<file path="config.mk">
export PLATFORM = sky130hd
export DESIGN_NAME = demux_rr_sched8_flat
export DESIGN_NICKNAME = d
export VERILOG_FILES = /design/src/rtl/demux_rr_sched8_pkg.sv /design/src/rtl/demux_rr_sched8_if.sv /design/src/rtl/demux_rr_sched8_rr_pick8.sv /design/src/rtl/demux_rr_sched8.sv /design/src/flat_wrapper.sv
export SDC_FILE = /design/constraint.sdc
export NUM_CORES = 1
export LEC_CHECK = 0
export ABC_AREA = 1
export CORE_ASPECT_RATIO = 1.1
export CORE_MARGIN = 2
export CORE_UTILIZATION = 30
export DETAILED_ROUTE_END_ITERATION = 8
export GPL_TIMING_DRIVEN = 0
export PLACE_DENSITY = 0.6
export SETUP_SLACK_MARGIN = 0.5
export SYNTH_ARGS = -nofsm -noshare
export SYNTH_HDL_FRONTEND = slang
export SYNTH_SLANG_ARGS = --single-unit
</file>
<file path="constraint.sdc">
create_clock -name clk -period 4.1 [get_ports clk]
set_input_delay 0.41 -clock clk [delete_from_list [all_inputs] [get_ports clk]]
set_output_delay 0.41 -clock clk [all_outputs]
set_load 0.01 [all_outputs]
</file>
<file path="src/rtl/demux_rr_sched8_pkg.sv">
`default_nettype none
// ============================================================================
//  Module   : demux_sched_pkg
//  Brief    : Shared constants, state encoding and helpers for demux_rr_sched8
//  Revision : 1.0
// ============================================================================
package demux_sched_pkg;

    localparam int NUM_DEST = 8;
    localparam int SEL_W    = 3;

    typedef enum logic [0:0] {
        IDLE  = 1'b0,
        GRANT = 1'b1
    } state_t;

    // Last-served pointer starts at 7 so the first search begins at destination 0
    localparam logic [SEL_W-1:0] c_ptr_rst = 3'd7;

    function automatic logic [NUM_DEST-1:0] onehot8(input logic [SEL_W-1:0] idx);
        return NUM_DEST'(1) << idx;
    endfunction

endpackage : demux_sched_pkg
`default_nettype wire

</file>
<file path="src/rtl/demux_rr_sched8_if.sv">
`default_nettype none
// ============================================================================
//  Module   : demux_rr_sched8_if
//  Brief    : Source / destination bus of the round-robin demux scheduler
//  Revision : 1.0
// ============================================================================
interface demux_rr_sched8_if
    import demux_sched_pkg::*;
#(
    parameter int DW = 1
);
    logic                en;
    logic                in_valid;
    logic [DW-1:0]       in_data;
    logic                in_ready;
    logic [NUM_DEST-1:0] dest_ready;
    logic [SEL_W-1:0]    sel;
    logic                grant_valid;
    logic [NUM_DEST-1:0] out_valid;
    logic [DW-1:0]       out_data;

    // Scheduler side
    modport master (
        input  en, in_valid, in_data, dest_ready,
        output in_ready, sel, grant_valid, out_valid, out_data
    );

    // Source and destination side
    modport slave (
        output en, in_valid, in_data, dest_ready,
        input  in_ready, sel, grant_valid, out_valid, out_data
    );
endinterface : demux_rr_sched8_if
`default_nettype wire

</file>
<file path="src/rtl/demux_rr_sched8_rr_pick8.sv">
`default_nettype none
// ============================================================================
//  Module   : rr_pick8
//  Brief    : Rotating-priority finder; first request after 'last', wrapping
//  Revision : 1.0
// ============================================================================
module rr_pick8
    import demux_sched_pkg::*;
(
    input  logic [NUM_DEST-1:0] req,
    input  logic [SEL_W-1:0]    last,
    output logic [SEL_W-1:0]    pick,
    output logic                any
);

    // Scan from farthest to nearest so the nearest request after 'last' wins
    always_comb begin
        pick = '0;
        any  = |req;
        for (int i = NUM_DEST; i >= 1; i--) begin
            if (req[last + SEL_W'(i)]) begin
                pick = last + SEL_W'(i);
            end
        end
    end

endmodule : rr_pick8
`default_nettype wire

</file>
<file path="src/rtl/demux_rr_sched8.sv">
`default_nettype none
// ============================================================================
//  Module   : demux_rr_sched8
//  Brief    : Round-robin burst scheduler driving a 1-to-8 demux
//  Revision : 1.0
// ============================================================================
module demux_rr_sched8
    import demux_sched_pkg::*;
#(
    parameter int DW    = 1,
    parameter int BURST = 4
)(
    input  logic               clk,
    input  logic               rst,
    demux_rr_sched8_if.master  bus
);

    localparam logic [7:0] c_last_beat = 8'(BURST - 1);

    state_t              r_state;
    state_t              w_state_nxt;
    logic [SEL_W-1:0]    r_ptr;
    logic [SEL_W-1:0]    r_cur;
    logic [7:0]          r_beat;
    logic [NUM_DEST-1:0] r_out_valid;
    logic [DW-1:0]       r_out_data;

    logic [SEL_W-1:0]    w_pick;
    logic                w_any;
    logic                w_cur_rdy;
    logic                w_in_ready;
    logic                w_grant_valid;
    logic                w_xfer;
    logic                w_last;
    logic                w_arb;
    logic                w_release;

    rr_pick8 u_pick (
        .req  (bus.dest_ready),
        .last (r_ptr),
        .pick (w_pick),
        .any  (w_any)
    );

    assign w_cur_rdy = bus.dest_ready[r_cur];
    assign w_xfer    = bus.in_valid & w_in_ready;
    assign w_last    = (r_beat == c_last_beat);
    assign w_arb     = (r_state == IDLE)  && (w_state_nxt == GRANT);
    assign w_release = (r_state == GRANT) && (w_state_nxt == IDLE);

    always_ff @(posedge clk) begin
        if (rst) begin
            r_state <= IDLE;
        end else begin
            r_state <= w_state_nxt;
        end
    end

    always_comb begin
        w_state_nxt = r_state;
        case (r_state)
            IDLE: begin
                if (bus.en && w_any) begin
                    w_state_nxt = GRANT;
                end
            end
            GRANT: begin
                // A ready drop releases without a transfer since in_ready is low
                if ((w_xfer && w_last) || (bus.en && !w_cur_rdy)) begin
                    w_state_nxt = IDLE;
                end
            end
            default: w_state_nxt = IDLE;
        endcase
    end

    // in_ready is masked by rst so an item offered during reset is never taken
    always_comb begin
        w_in_ready    = 1'b0;
        w_grant_valid = 1'b0;
        if (r_state == GRANT) begin
            w_grant_valid = 1'b1;
            w_in_ready    = bus.en & w_cur_rdy & ~rst;
        end
    end

    always_ff @(posedge clk) begin
        if (rst) begin
            r_ptr       <= c_ptr_rst;
            r_cur       <= '0;
            r_beat      <= '0;
            r_out_valid <= '0;
            r_out_data  <= '0;
        end else begin
            r_out_valid <= w_xfer ? onehot8(r_cur) : '0;
            if (w_xfer) begin
                r_out_data <= bus.in_data;
                r_beat     <= r_beat + 8'd1;
            end
            if (w_arb) begin
                r_cur  <= w_pick;
                r_beat <= '0;
            end
            if (w_release) begin
                r_ptr <= r_cur;
            end
        end
    end

    assign bus.in_ready    = w_in_ready;
    assign bus.grant_valid = w_grant_valid;
    assign bus.sel         = r_cur;
    assign bus.out_valid   = r_out_valid;
    assign bus.out_data    = r_out_data;

endmodule : demux_rr_sched8
`default_nettype wire

</file>
<file path="src/flat_wrapper.sv">
// flat-port wrapper written by rule: the top's interface ports become plain ports
module demux_rr_sched8_flat import demux_sched_pkg::*;
#(
    parameter int DW    = 1,
    parameter int BURST = 4
)
  (clk, rst, bus_en, bus_in_valid, bus_in_data, bus_dest_ready, bus_in_ready, bus_sel, bus_grant_valid, bus_out_valid, bus_out_data);
  demux_rr_sched8_if #(.DW(DW)) bus_i ();
  input  logic clk;
  input  logic rst;
  input wire logic [$bits(bus_i.en)-1:0] bus_en;
  input wire logic [$bits(bus_i.in_valid)-1:0] bus_in_valid;
  input wire logic [$bits(bus_i.in_data)-1:0] bus_in_data;
  input wire logic [$bits(bus_i.dest_ready)-1:0] bus_dest_ready;
  output wire logic [$bits(bus_i.in_ready)-1:0] bus_in_ready;
  output wire logic [$bits(bus_i.sel)-1:0] bus_sel;
  output wire logic [$bits(bus_i.grant_valid)-1:0] bus_grant_valid;
  output wire logic [$bits(bus_i.out_valid)-1:0] bus_out_valid;
  output wire logic [$bits(bus_i.out_data)-1:0] bus_out_data;
  assign bus_i.en = bus_en;
  assign bus_i.in_valid = bus_in_valid;
  assign bus_i.in_data = bus_in_data;
  assign bus_i.dest_ready = bus_dest_ready;
  assign bus_in_ready = bus_i.in_ready;
  assign bus_sel = bus_i.sel;
  assign bus_grant_valid = bus_i.grant_valid;
  assign bus_out_valid = bus_i.out_valid;
  assign bus_out_data = bus_i.out_data;
  demux_rr_sched8 #(.DW(DW), .BURST(BURST)) u_core (.clk(clk), .rst(rst), .bus(bus_i));
endmodule
</file>
## Word-level counts from Yosys, hierarchy flattened

Index checks and enable logic that the tools add are counted.

| word-level totals | value |
|---|---|
| register bits | 24 |
| bits in latches | 0 |
| RAM bits | 0 |
| memory bits (read-only) | 0 |
| input port bits | 13 |
| output and inout bits | 14 |
| word-level logic and storage cells | 73 |
| memories kept | 0 |

| operators by class | value |
|---|---|
| add/sub/neg operators | 8 |
| multipliers | 0 |
| divide/modulo/power cells | 0 |
| $lt $le $gt $ge | 9 |
| equal/unequal tests | 1 |
| shifts and indexed selects | 1 |
| mux-type cells | 31 |
| bitwise logic cells | 7 |
| reductions and logical operators | 10 |

Operator list:

| operator | count |
|---|---|
| $lt A3 B4 Y1 const B | 9 |
| $bmux W1 S3 | 9 |
| $mux W3 | 8 |
| $mux W1 | 13 |
| $add A3 B3 Y3 const B | 4 |
| $add A8 B1 Y8 const B | 1 |
| $eq A8 B2 Y1 const B | 1 |
| $reduce_or A8 Y1 | 1 |
| $shl A1 B3 Y8 const A | 1 |
| $add A3 B2 Y3 const B | 2 |
| $logic_and A1 B1 Y1 | 5 |
| $not A1 Y1 | 4 |
| $reduce_or A2 Y1 | 2 |
| $add A3 B1 Y3 const B | 1 |
| $and A1 B1 Y1 | 3 |
| $pmux W1 S2 | 1 |
| $logic_not A1 Y1 | 1 |
| $logic_or A1 B1 Y1 | 1 |

## Depth between registers and ports, before layout

| depth | value |
|---|---|
| word-level depth | 12 |
| depth in mapped cells | 19 |
| gate-level depth less buffers | 18 |

## Cells and area by module

From an unflattened synthesis, not the netlist that was laid out.

| second synthesis, totals | value |
|---|---|
| cell total of the unflattened synthesis | 269 |
| area total of the unflattened synthesis | 1779.2 um^2 |

Modules (own cells, without submodules):

| module | times used | cells each | area each (um^2) | sequential area each (um^2) |
|---|---|---|---|---|
| demux_rr_sched8 | 1 | 145 | 1084.8 | 480.5 |
| rr_pick8 | 1 | 124 | 694.4 | 0.0 |

## Worst setup path after synthesis

OpenSTA, ideal clock, no wires.

| path | value |
|---|---|
| path type | register to register |
| from | reg u_core.r_ptr[1] |
| to | reg u_core.r_cur[1] (netlist: u_core.bus.sel[1]) |
| library setup time | 66 ps |
| data arrival time | 1776 ps |
| required time | 4034 ps |
| slack | 2258 ps |
| stages on the path, launching flop included | 17 |
| buffers on the path | 1 |
| period minus slack after synthesis | 1842 ps |
| cell sequence | dfxtp_1 buf_6 inv_2 ha_1 inv_1 nand3_1 nand3_1 nand2_1 inv_1 nand3_1 nand2_1 nand2_1 nand2_1 nand2_1 nand2_1 nand2_1 a21oi_2 |

| between the ends | value |
|---|---|
| word-level cells in the longest chain between the ends | 10 |
| elaborated cells on any way between the ends | 31 |
| those cells by class | add/sub (7); mux (24) |

RTL lines:

| what | RTL line | RTL |
|---|---|---|
| start, declared | demux_rr_sched8.sv:22 | `logic [SEL_W-1:0] r_ptr;` |
| start signal, assigned | demux_rr_sched8.sv:89 | `r_ptr <= c_ptr_rst;` |
| start signal, assigned | demux_rr_sched8.sv:105 | `r_ptr <= r_cur;` |
| $add A3 B3 Y3 or $bmux W1 S3 (tied branches) | demux_rr_sched8_rr_pick8.sv:21, demux_rr_sched8_rr_pick8.sv:22 |  |
| $bmux W1 S3 or $mux W1 (tied branches) | demux_rr_sched8_rr_pick8.sv:21 | `if (req[last + SEL_W'(i)]) begin` |
| $mux W1 (implied by the code) or $mux W3 (tied branches) | demux_rr_sched8_rr_pick8.sv:21 |  |
| $mux W3 (6 in series) | demux_rr_sched8_rr_pick8.sv:21 |  |
| $mux W3 * | demux_rr_sched8_rr_pick8.sv:21 |  |
| end signal, assigned | demux_rr_sched8.sv:101 | `r_cur <= w_pick;` |
| end, declared | demux_rr_sched8.sv:23 | `logic [SEL_W-1:0] r_cur;` |

Every way passes the cells marked *; elsewhere a longest branch is shown, timed or not. The select of a mux whose other input is x is not followed.
A chain may end at the register's enable or synchronous reset.

## Worst setup path after layout

| path | value |
|---|---|
| from | in bus_dest_ready[5] |
| to | out bus_in_ready |

| between the ends | value |
|---|---|
| word-level cells in the longest chain between the ends | 5 |

RTL lines:

| what | RTL line | RTL |
|---|---|---|
| start, declared | flat_wrapper.sv:14 | `input wire logic [$bits(bus_i.dest_ready)-1:0] bus_dest_ready;` |
| $bmux W1 S3 | demux_rr_sched8.sv:45 | `assign w_cur_rdy = bus.dest_ready[r_cur];` |
| $mux W1 (implied by the code) | demux_rr_sched8.sv:45 |  |
| $and A1 B1 Y1 (2 in series) | demux_rr_sched8.sv:83 | `w_in_ready = bus.en & w_cur_rdy & ~rst;` |
| $mux W1 | demux_rr_sched8.sv:81 | `if (r_state == GRANT) begin` |
| end, declared | flat_wrapper.sv:15 | `output wire logic [$bits(bus_i.in_ready)-1:0] bus_in_ready;` |

No other way between the ends. The select of a mux whose other input is x is not followed.

==> flow_metrics.py <==
metrics = {
    "synthesis": {
        "netlist_area_sq_um": 1720,
        "synthDistinctLibCells": 28,
        "synth_warnings": 0,
        "synth_seq_cells": 24,
        "yosysSeqAreaShare_pct": 27.9,
        "syn_area_per_cell_sq_um": 6.47,
        "synth_top_area_share_pct": 27.9,
        "synth_top_area_cell": "dfxtp_1",
        "synth_nets": 282,
        "synth_area_leaders": "dfxtp_1, nand2_1, nand3_1",
        "synthCells": 266,
    },
    "place": {
        "placedCellCount": 367,
        "place.gp.congestion": 0.931,
        "port_buffers": 26,
        "dpl_cell_area_sq_um": 2070,
        "dp_hpwl_mm": 3.40,
    },
    "worst_hold_path": {
        "hp-start": "u_core.bus.out_data$_SDFFE_PP0N_",
        "min_path_cells": 2,
        "min_to": "u_core.bus.out_data$_SDFFE_PP0N_",
        "min_path_type": "reg2reg",
    },
    "route": {
        "vias": 1735,
        "drc": 0,
        "dr.first_iter.drc_count": 116,
        "dr.pass1.iters": 4,
        "routed_wl_mm": 4.19,
        "wl_per_cell_microns": 11.3,
        "vias_per_cell": 4.68,
        "ant_nets": 0,
    },
    "final_layout": {
        "layout.nets": 313,
        "antenna-diode-count": 0,
        "fin_util_pct": 39.3,
        "fillers": 609,
        "design_area_sq_um": 2150,
        "finalNonFillerCells": 371,
        "seq_area_sq_um": 480,
        "area_growth_syn_to_layout_pct": 24.7,
        "multi_input_comb_area_sq_um": 1060,
        "layout-drive-gt1-share_pct": 11.1,
    },
    "clock_tree": {
        "clk_latency_ns": 0.28,
        "cts_resized": 0,
        "cts.clk_slew.worst_paths_ns": 0.09,
        "htree_levels": 1,
        "cts_made_buffers": 3,
        "clock_path_buffers": 2,
        "cts.sinks": 24,
        "cts-root-buf": "clkbuf_8",
        "hold_buffers": 0,
        "postCtsSetupBuffers": 0,
        "cts_tree": "done",
    },
    "floorplan": {
        "die-area_sq_um": 6360,
        "pin_count": 27,
        "die_h_microns": 83.4,
        "initial_core_util_pct": 31.5,
        "die_w_microns": 76.2,
        "rows": 28,
        "coreArea_sq_um": 5470,
    },
    "setup_path": {
        "reg2reg_slack_ns": 1.91,
        "path_class": "in2out",
        "cp.required_ns": 3.69,
        "cp-start-kind": "input port",
        "critPathArrivalTime_ns": 1.99,
        "critPathMaxFanout": 4,
        "crit-reg2reg-capture": "u_core.bus.sel[1]$_SDFFE_PP0P_",
        "worstSetupEndpointType": "primary output",
        "worstReg2RegStart": "u_core.r_ptr[1]$_SDFFE_PP1P_",
        "worst-r2r-cell-count": 16,
    },
    "timing": {
        "setup_tns_ns": 0,
        "finalHoldViolCount": 0,
        "fmax_mhz": 416,
        "fin_crit_ns": 2.40,
        "tightest_slew_ns": 0.566,
        "finClkSkew_ns": 0.00743,
        "slew_headroom_pct": 61.9,
        "fin_crit_sh_pct": 58.6,
        "rsz0062_at_grt": "false",
        "slew_viol_final": 0,
        "setup_violations": 0,
    },
    "flow_run": {
        "drv_cap": 0,
    },
    "grt": {
        "antenna_found_initial": 0,
        "gr-total-overflow": 0,
        "grt_usage_pct": 14.3,
        "grt_max_degree": 15,
        "grt_pass1_vias": 1709,
        "grt_pass1_wl_mm": 7.62,
    },
    "outcome": {
        "status": "completed",
    },
    "power_and_ir_drop": {
        "leakage_uw": 0.000945,
        "power_density_nw_per_um2": 314,
        "ir_drop_mv": 0.191,
    },
}
[synth_stat cells, drive strengths merged]
cell type  instances
a21oi             16
buf                5
dfxtp             24
ha                 3
inv               31
nand2             88
nand3             52
nand3b             3
nand4              6
nor2              19
nor3               3
nor3b              1
nor4               3
o21a               1
o21ai              8
o21bai             1
xnor2              1
xor2               1
[logic make-up (layout without fill, tap and decap cells)]
family                   count (synthesis)  in the layout  share of synthesized area (%)
XOR/XNOR                                 2              2                           1.02
flip-flops                              24             24                           27.9
AO/OA/AOI/OAI                           26             26                           8.51
AND/OR/NAND/NOR                        175            175                           49.9
buffers and inverters                   36             66                           10.5
adder cells (fa/ha/maj)                  3              3                           2.18
[layout by cell type, fill, tap and decap left out, drive strengths merged, types with 5 or more instances in the layout]
| cell | n |
|---|---|
| nand2 | 88 |
| clkdlybuf4s50 | 26 |
| nand3 | 52 |
| o21ai | 8 |
| inv | 31 |
| a21oi | 16 |
| nor2 | 19 |
| dfxtp | 24 |
| buf | 5 |
| nand4 | 6 |
[sequential cells by signal, indices dropped and copies added, names as in the netlist]
signal	count
u_core.bus.out_valid	8
u_core.r_beat	8
u_core.bus.sel	3
u_core.r_ptr	3
u_core.bus.out_data	1
u_core.r_state	1
[final cells by class]
class                           count  area share (%)
Inverter                           31            5.77
Timing Repair Buffer               26            12.1
Buffer                              5            2.62
Sequential cell                    24            22.4
Clock inverter                      1            1.40
Tap cell                           75            4.37
Clock buffer                        3            1.92
Multi-Input combinational cell    206            49.4
[worst max path at each step]
| stage | depth (start not counted) | startpoint | end |
|---|---|---|---|
| 6_report | 8 | bus_dest_ready[5] | bus_in_ready |
| 5_1_grt | 7 | rst | bus_in_ready |
| 4_1_cts | 7 | rst | bus_in_ready |
| 3_5_place_dp | 7 | rst | bus_in_ready |
| 3_3_place_gp | 7 | rst | bus_in_ready |
| 2_1_floorplan | 16 | u_core.r_ptr[1]$_SDFFE_PP1P_ | u_core.bus.sel[1]$_SDFFE_PP0P_ |
[worst max-delay path, cell delays in order]
cell and delay, ns:
clkdlybuf4s50_1 0.57, nand3_1 0.10, nand4_1 0.11, nand2_2 0.09
nand2_4 0.09, nand2_1 0.05, inv_1 0.04, clkdlybuf4s50_1 0.53
[report_power, final]
group	internal [uW]	switching, uW	total, uW
sequential	239	7.28	247
combinational	82.8	131	214
clock	131	81.3	212
total	453	220	673
[per-stage QoR]
step / total power [uW] / hold slack, ns / setup slack [ns]
floorplan: 408 / 0.464 / 2.26
global placement: 466 / 0.479 / 1.68
detailed placement: 467 / 0.479 / 1.69
CTS: 679 / 0.494 / 1.69
global route: 720 / 0.527 / 1.61
finish: 673 / 0.489 / 1.70
[per-layer routing]
| metal | vias to the layer above | share of wire (%) | GRT usage (%) |
|---|---|---|---|
| li1 | 940 | - | - |
| met2 | 31 | 50 | 26.0 |
| met1 | 759 | 44 | 17.8 |
| met4 | 0 | 1.2 | 3.97 |
| met5 | - | 0 | 0 |
| met3 | 5 | 4.4 | 1.52 |
No activity file was read; power rests on OpenSTA's default activity.
==> variant 1: new RTL, config.mk and constraints unchanged <==
`SEL_W`: 3 -> 5.
--- a/src/rtl/demux_rr_sched8_pkg.sv
+++ b/src/rtl/demux_rr_sched8_pkg.sv
@@ -7,7 +7,7 @@
 package demux_sched_pkg;
 
     localparam int NUM_DEST = 8;
-    localparam int SEL_W    = 3;
+    localparam int SEL_W    = 5;
 
     typedef enum logic [0:0] {
         IDLE  = 1'b0,
Interface: changed (resized bus_sel); port bits go from 27 to 29. The function was not compared with the original's and may differ.
==> variant 1 against the original RTL <==
  * Wire length increased by 40%
  * Area after synthesis rose by 30%
  * Register-to-register slack got worse by 680 ps
  * Sequential share of layout area is 1.6 points lower
  * Total power is 20% higher
  * Worst hold slack improved by 4.8 ps
  * Clock skew decreased by 5.5 ps
  * Cell area rose by 26%
  * Combinational power grew 37%
  * Largest power group unchanged
  * Utilization shrank 2.5 points
  * Sequential cell count grew 4
  * Worst setup slack worse by 470 ps
==> variant 1: results (changes against the original RTL) <==
GRT
  • Largest net degree at the start of global routing: 17 (was 15)
  • Vias in the first global route: 2142 (was 1709)
  • First-pass GRT wire length: 9.915 mm (was 7.617 mm)
  • GRT Overall Usage: 14.82% (was 14.31%)

Worst setup path
  • Critical R2R Launch: u_core.r_ptr[1] (unchanged)
  • CP max stage delay: 550 ps (was 570 ps)
  • Worst path top cell family by delay: simple AND/OR/NAND/NOR gates (was buffers and inverters)
  • CP arrival: 3050 ps (was 1990 ps)
  • R2r worst-path depth: 18 (was 16)
  • Internal reg-to-reg setup slack: 1230 ps (was 1910 ps)
  • Crit-path max FO: 13 (was 4)

Power
  • Peak supply drop: 0.2257 mV (was 0.1915 mV)
  • LEAKAGE: 0.001292 uW (was 0.0009451 uW)

Timing
  • Slew Limit Headroom: 73.97% (was 61.89%)
  • Fin Clk Skew: 1.892 ps (was 7.429 ps)

Logic synthesis
  • Count of cell types in the netlist: 30 (was 28)
  • Post-synth top cells: nand2_1 (101), nand3_1 (48), nor2_1 (44), inv_1 (33), a21oi_1 (32) (was nand2_1 (82), nand3_1 (46), inv_1 (25), dfxtp_1 (24), nor2_1 (16))
  • Dominant cells by area after synthesis: dfxtp_1 (25%), nand2_1 (17%), nand3_1 (11%) (was dfxtp_1 (28%), nand2_1 (18%), nand3_1 (13%))
  • Seq/Total Area, Yosys: 25.01% (was 27.93%)
  • Syn_nets: 388 (was 282)

Placement
  • Pre-CTS WS: 1272 ps (was 1692 ps)
  • Number of port buffers: 28 (was 26)
  • GPL Wtd Cong: 0.8815 (was 0.9312)

Run status
  • Outcome: completed (unchanged)

Routing
  • WL per Instance: 12.13 um (was 11.30 um)
  • DR vias/cell: 4.772 (was 4.677)

Layout
  • Filler Cell Count: 799 (was 609)
  • Layout cells sized above 1: 6.818% (was 11.15%)
-- variant 1: worst reg2reg max path, cell delays in order (launching register included) --
cell and delay (ps):
dfxtp_1 390, buf_2 240, clkinv_1 370, ha_1 550, inv_1 180, nand3_1 160
nand3_1 110, nand2_1 150, inv_2 70, nand2_1 80, inv_1 40, nand2_1 50
nand2_1 50, nand2_1 50, nand3_1 60, nand2_1 60, nand2_1 60, nand2_1 70
nand2_1 50
-- variant 1: kinds of logic (layout without fill, tap and decap cells) --
| logic type | count (synthesis) | in the layout | synth area share, % |
|---|---|---|---|
| AO/OA/AOI/OAI | 46 | 46 | 10.44 |
| XOR/XNOR | 17 | 17 | 6.645 |
| adder cells (fa/ha/maj) | 11 | 11 | 6.142 |
| buffers and inverters | 50 | 82 | 9.436 |
| flip-flops | 28 | 28 | 25.01 |
| AND/OR/NAND/NOR | 212 | 212 | 42.32 |
-- variant 1: layout make-up --
type                       count  area [um2]  share of cell area (%)
clock inverter                 1       30.03                   1.112
multi-input combinational    286        1469                   54.38
clock buffer                   3       41.29                   1.528
inverter                      42       162.7                   6.021
buffer                         8       48.80                   1.806
timing repair buffer          28       280.3                   10.38
tap                           87       108.9                   4.030
sequential                    28       560.5                   20.75
-- variant 1: worst max-delay path by stage --
| stage | end | cells after the start | slack [ps] |
|---|---|---|---|
| 2_1_floorplan | u_core.bus.sel[1] | 15 | 1860 |
| 4_1_cts | u_core.bus.sel[0] | 18 | 1250 |
| 5_1_grt | u_core.bus.sel[0] | 15 | 910 |
| 3_3_place_gp | u_core.bus.sel[0] | 15 | 1250 |
| 3_5_place_dp | u_core.bus.sel[0] | 18 | 1270 |
| 6_report | u_core.bus.sel[1] | 18 | 1230 |
-- variant 1: per-layer routing --
metal / vias up / global-route usage, % / wire length [um]
li1: 1232 / - / -
met3: 5 / 1.049 / 102
met5: - / 0 / 0
met4: 0 / 2.995 / 34
met2: 30 / 28.97 / 3065
met1: 1038 / 17.48 / 2658
-- variant 1: power breakdown --
part           switching, uW  total [uW]  leakage [uW]  internal (uW)
logic                    184         294       0.00103            110
clock network           86.1         217     0.0000357            131
registers               14.5         296      0.000227            282
total                    284         807       0.00129            523
-- variant 1: stage by stage --
step	util [%]	hold WS (ps)	power [uW]	cells	cell area (um2)
after CTS	36.76	494.5	809.2	483	2701
after global routing	36.76	522.4	862.8	483	2701
after global placement	35.78	471.6	592.5	479	2630
final	36.76	493.7	807.0	483	2701
after detailed placement	35.78	479.6	596.2	479	2630
after floorplan	-	462.7	510.4	364	2241
==> variant 2: new RTL, same settings <==
Made on the original files. Compare `r_beat` against `c_last_beat` with >= in place of ==.
--- a/src/rtl/demux_rr_sched8.sv
+++ b/src/rtl/demux_rr_sched8.sv
@@ -44,7 +44,7 @@
 
     assign w_cur_rdy = bus.dest_ready[r_cur];
     assign w_xfer    = bus.in_valid & w_in_ready;
-    assign w_last    = (r_beat == c_last_beat);
+    assign w_last    = (r_beat >= c_last_beat);
     assign w_arb     = (r_state == IDLE)  && (w_state_nxt == GRANT);
     assign w_release = (r_state == GRANT) && (w_state_nxt == IDLE);
 
Formal check against the unedited RTL: no difference found for any inputs over 10 cycles, from zero or initial values and one cycle with rst high; that may be too few to reach the edited logic, so the function may still have changed.
==> variant 2 against the original RTL <==
  * Total power is 14% lower
  * Clock power decreased by 39%
  * Sequential cell count did not move
  * Cell area down 3.7%
  * Largest power group unchanged
  * Worst setup slack got worse by 110 ps
  * First-iteration DRC count fell by 13%
  * Area after synthesis fell by 2.8%
  * Wire length fell by 5.0%
==> variant 2: results (changes against the original RTL) <==
Logic synthesis
  • Post-synth top cells: nand2_1 (93), nand3_1 (42), inv_1 (35), nor2_1 (26), dfxtp_1 (24) (was nand2_1 (82), nand3_1 (46), inv_1 (25), dfxtp_1 (24), nor2_1 (16))
  • Synthesized area per cell: 5.970 um2 (was 6.468 um2)
  • Dominant cells by area after synthesis: dfxtp_1 (29%), nand2_1 (21%), nand3_1 (13%) (was dfxtp_1 (28%), nand2_1 (18%), nand3_1 (13%))
  • Seq/Total Area, Yosys: 28.74% (was 27.93%)

Run status
  • Outcome: completed (unchanged)

Min path
  • HP Start: u_core.r_beat[1] (was u_core.bus.out_data)

Clock network
  • Clock transition at the registers of the reported paths: 70 ps (was 90 ps)

Timing
  • Fin crit share: 61.42% (was 58.62%)

Routing
  • Vias: 1721 (was 1735)
  • WL per Instance: 10.37 um (was 11.30 um)
  • DR iter-0 viols: 101 (was 116)
  • Routed met2 length: 1.844 mm (was 2.098 mm)

Placement
  • Pre-CTS WS: 1588 ps (was 1692 ps)
  • Placed cell area: 0.002026 mm2 (was 0.002074 mm2)

Layout
  • Layout cells sized above 1: 5.825% (was 11.15%)
  • Filler Cell Count: 624 (was 609)

Power
  • Peak supply drop: 0.1857 mV (was 0.1915 mV)
  • LEAKAGE: 0.001019 uW (was 0.0009451 uW)

Worst setup path
  • CP Launch Point: bus_dest_ready[6] (was bus_dest_ready[5])
  • Internal reg-to-reg setup slack: 1770 ps (was 1910 ps)
  • CP arrival: 2110 ps (was 1990 ps)
  • CP max stage delay: 540 ps (was 570 ps)

GRT
  • GRT Overall Usage: 13.65% (was 14.31%)
  • First-pass GRT wire length: 6.693 mm (was 7.617 mm)
  • Met1 Track Usage GR: 18.62% (was 17.77%)
[variant 2: cell type report]
| cell class | instances | area share (%) |
|---|---|---|
| Sequential cell | 24 | 23.24 |
| Timing Repair Buffer | 26 | 12.59 |
| Multi-Input combinational cell | 211 | 48.24 |
| Clock buffer | 3 | 1.998 |
| Inverter | 40 | 7.324 |
| Buffer | 5 | 2.058 |
| Tap cell | 75 | 4.540 |
[variant 2: worst min-delay path: cells and delay by family (launching register included)]
| family | cells | cell delay [ps] |
|---|---|---|
| AO/OA/AOI/OAI | 1 | 50 |
| flip-flops | 1 | 330 |
| AND/OR/NAND/NOR | 1 | 60 |
[variant 2: cells by family (layout without fill, tap and decap cells)]
family	count (synthesis)	in the layout	synth area share (%)
compound gates	24	24	7.559
xor+xnor	6	6	3.144
fa+ha+maj	3	3	2.246
buf+inv	45	74	11.60
flops	24	24	28.74
simple gates	178	178	46.71
[variant 2: power by group]
part	switching (uW)	internal, uW	total [uW]
Sequential	7.66	239	247
Clock	64.5	65.4	130
Combinational	125	78.4	203
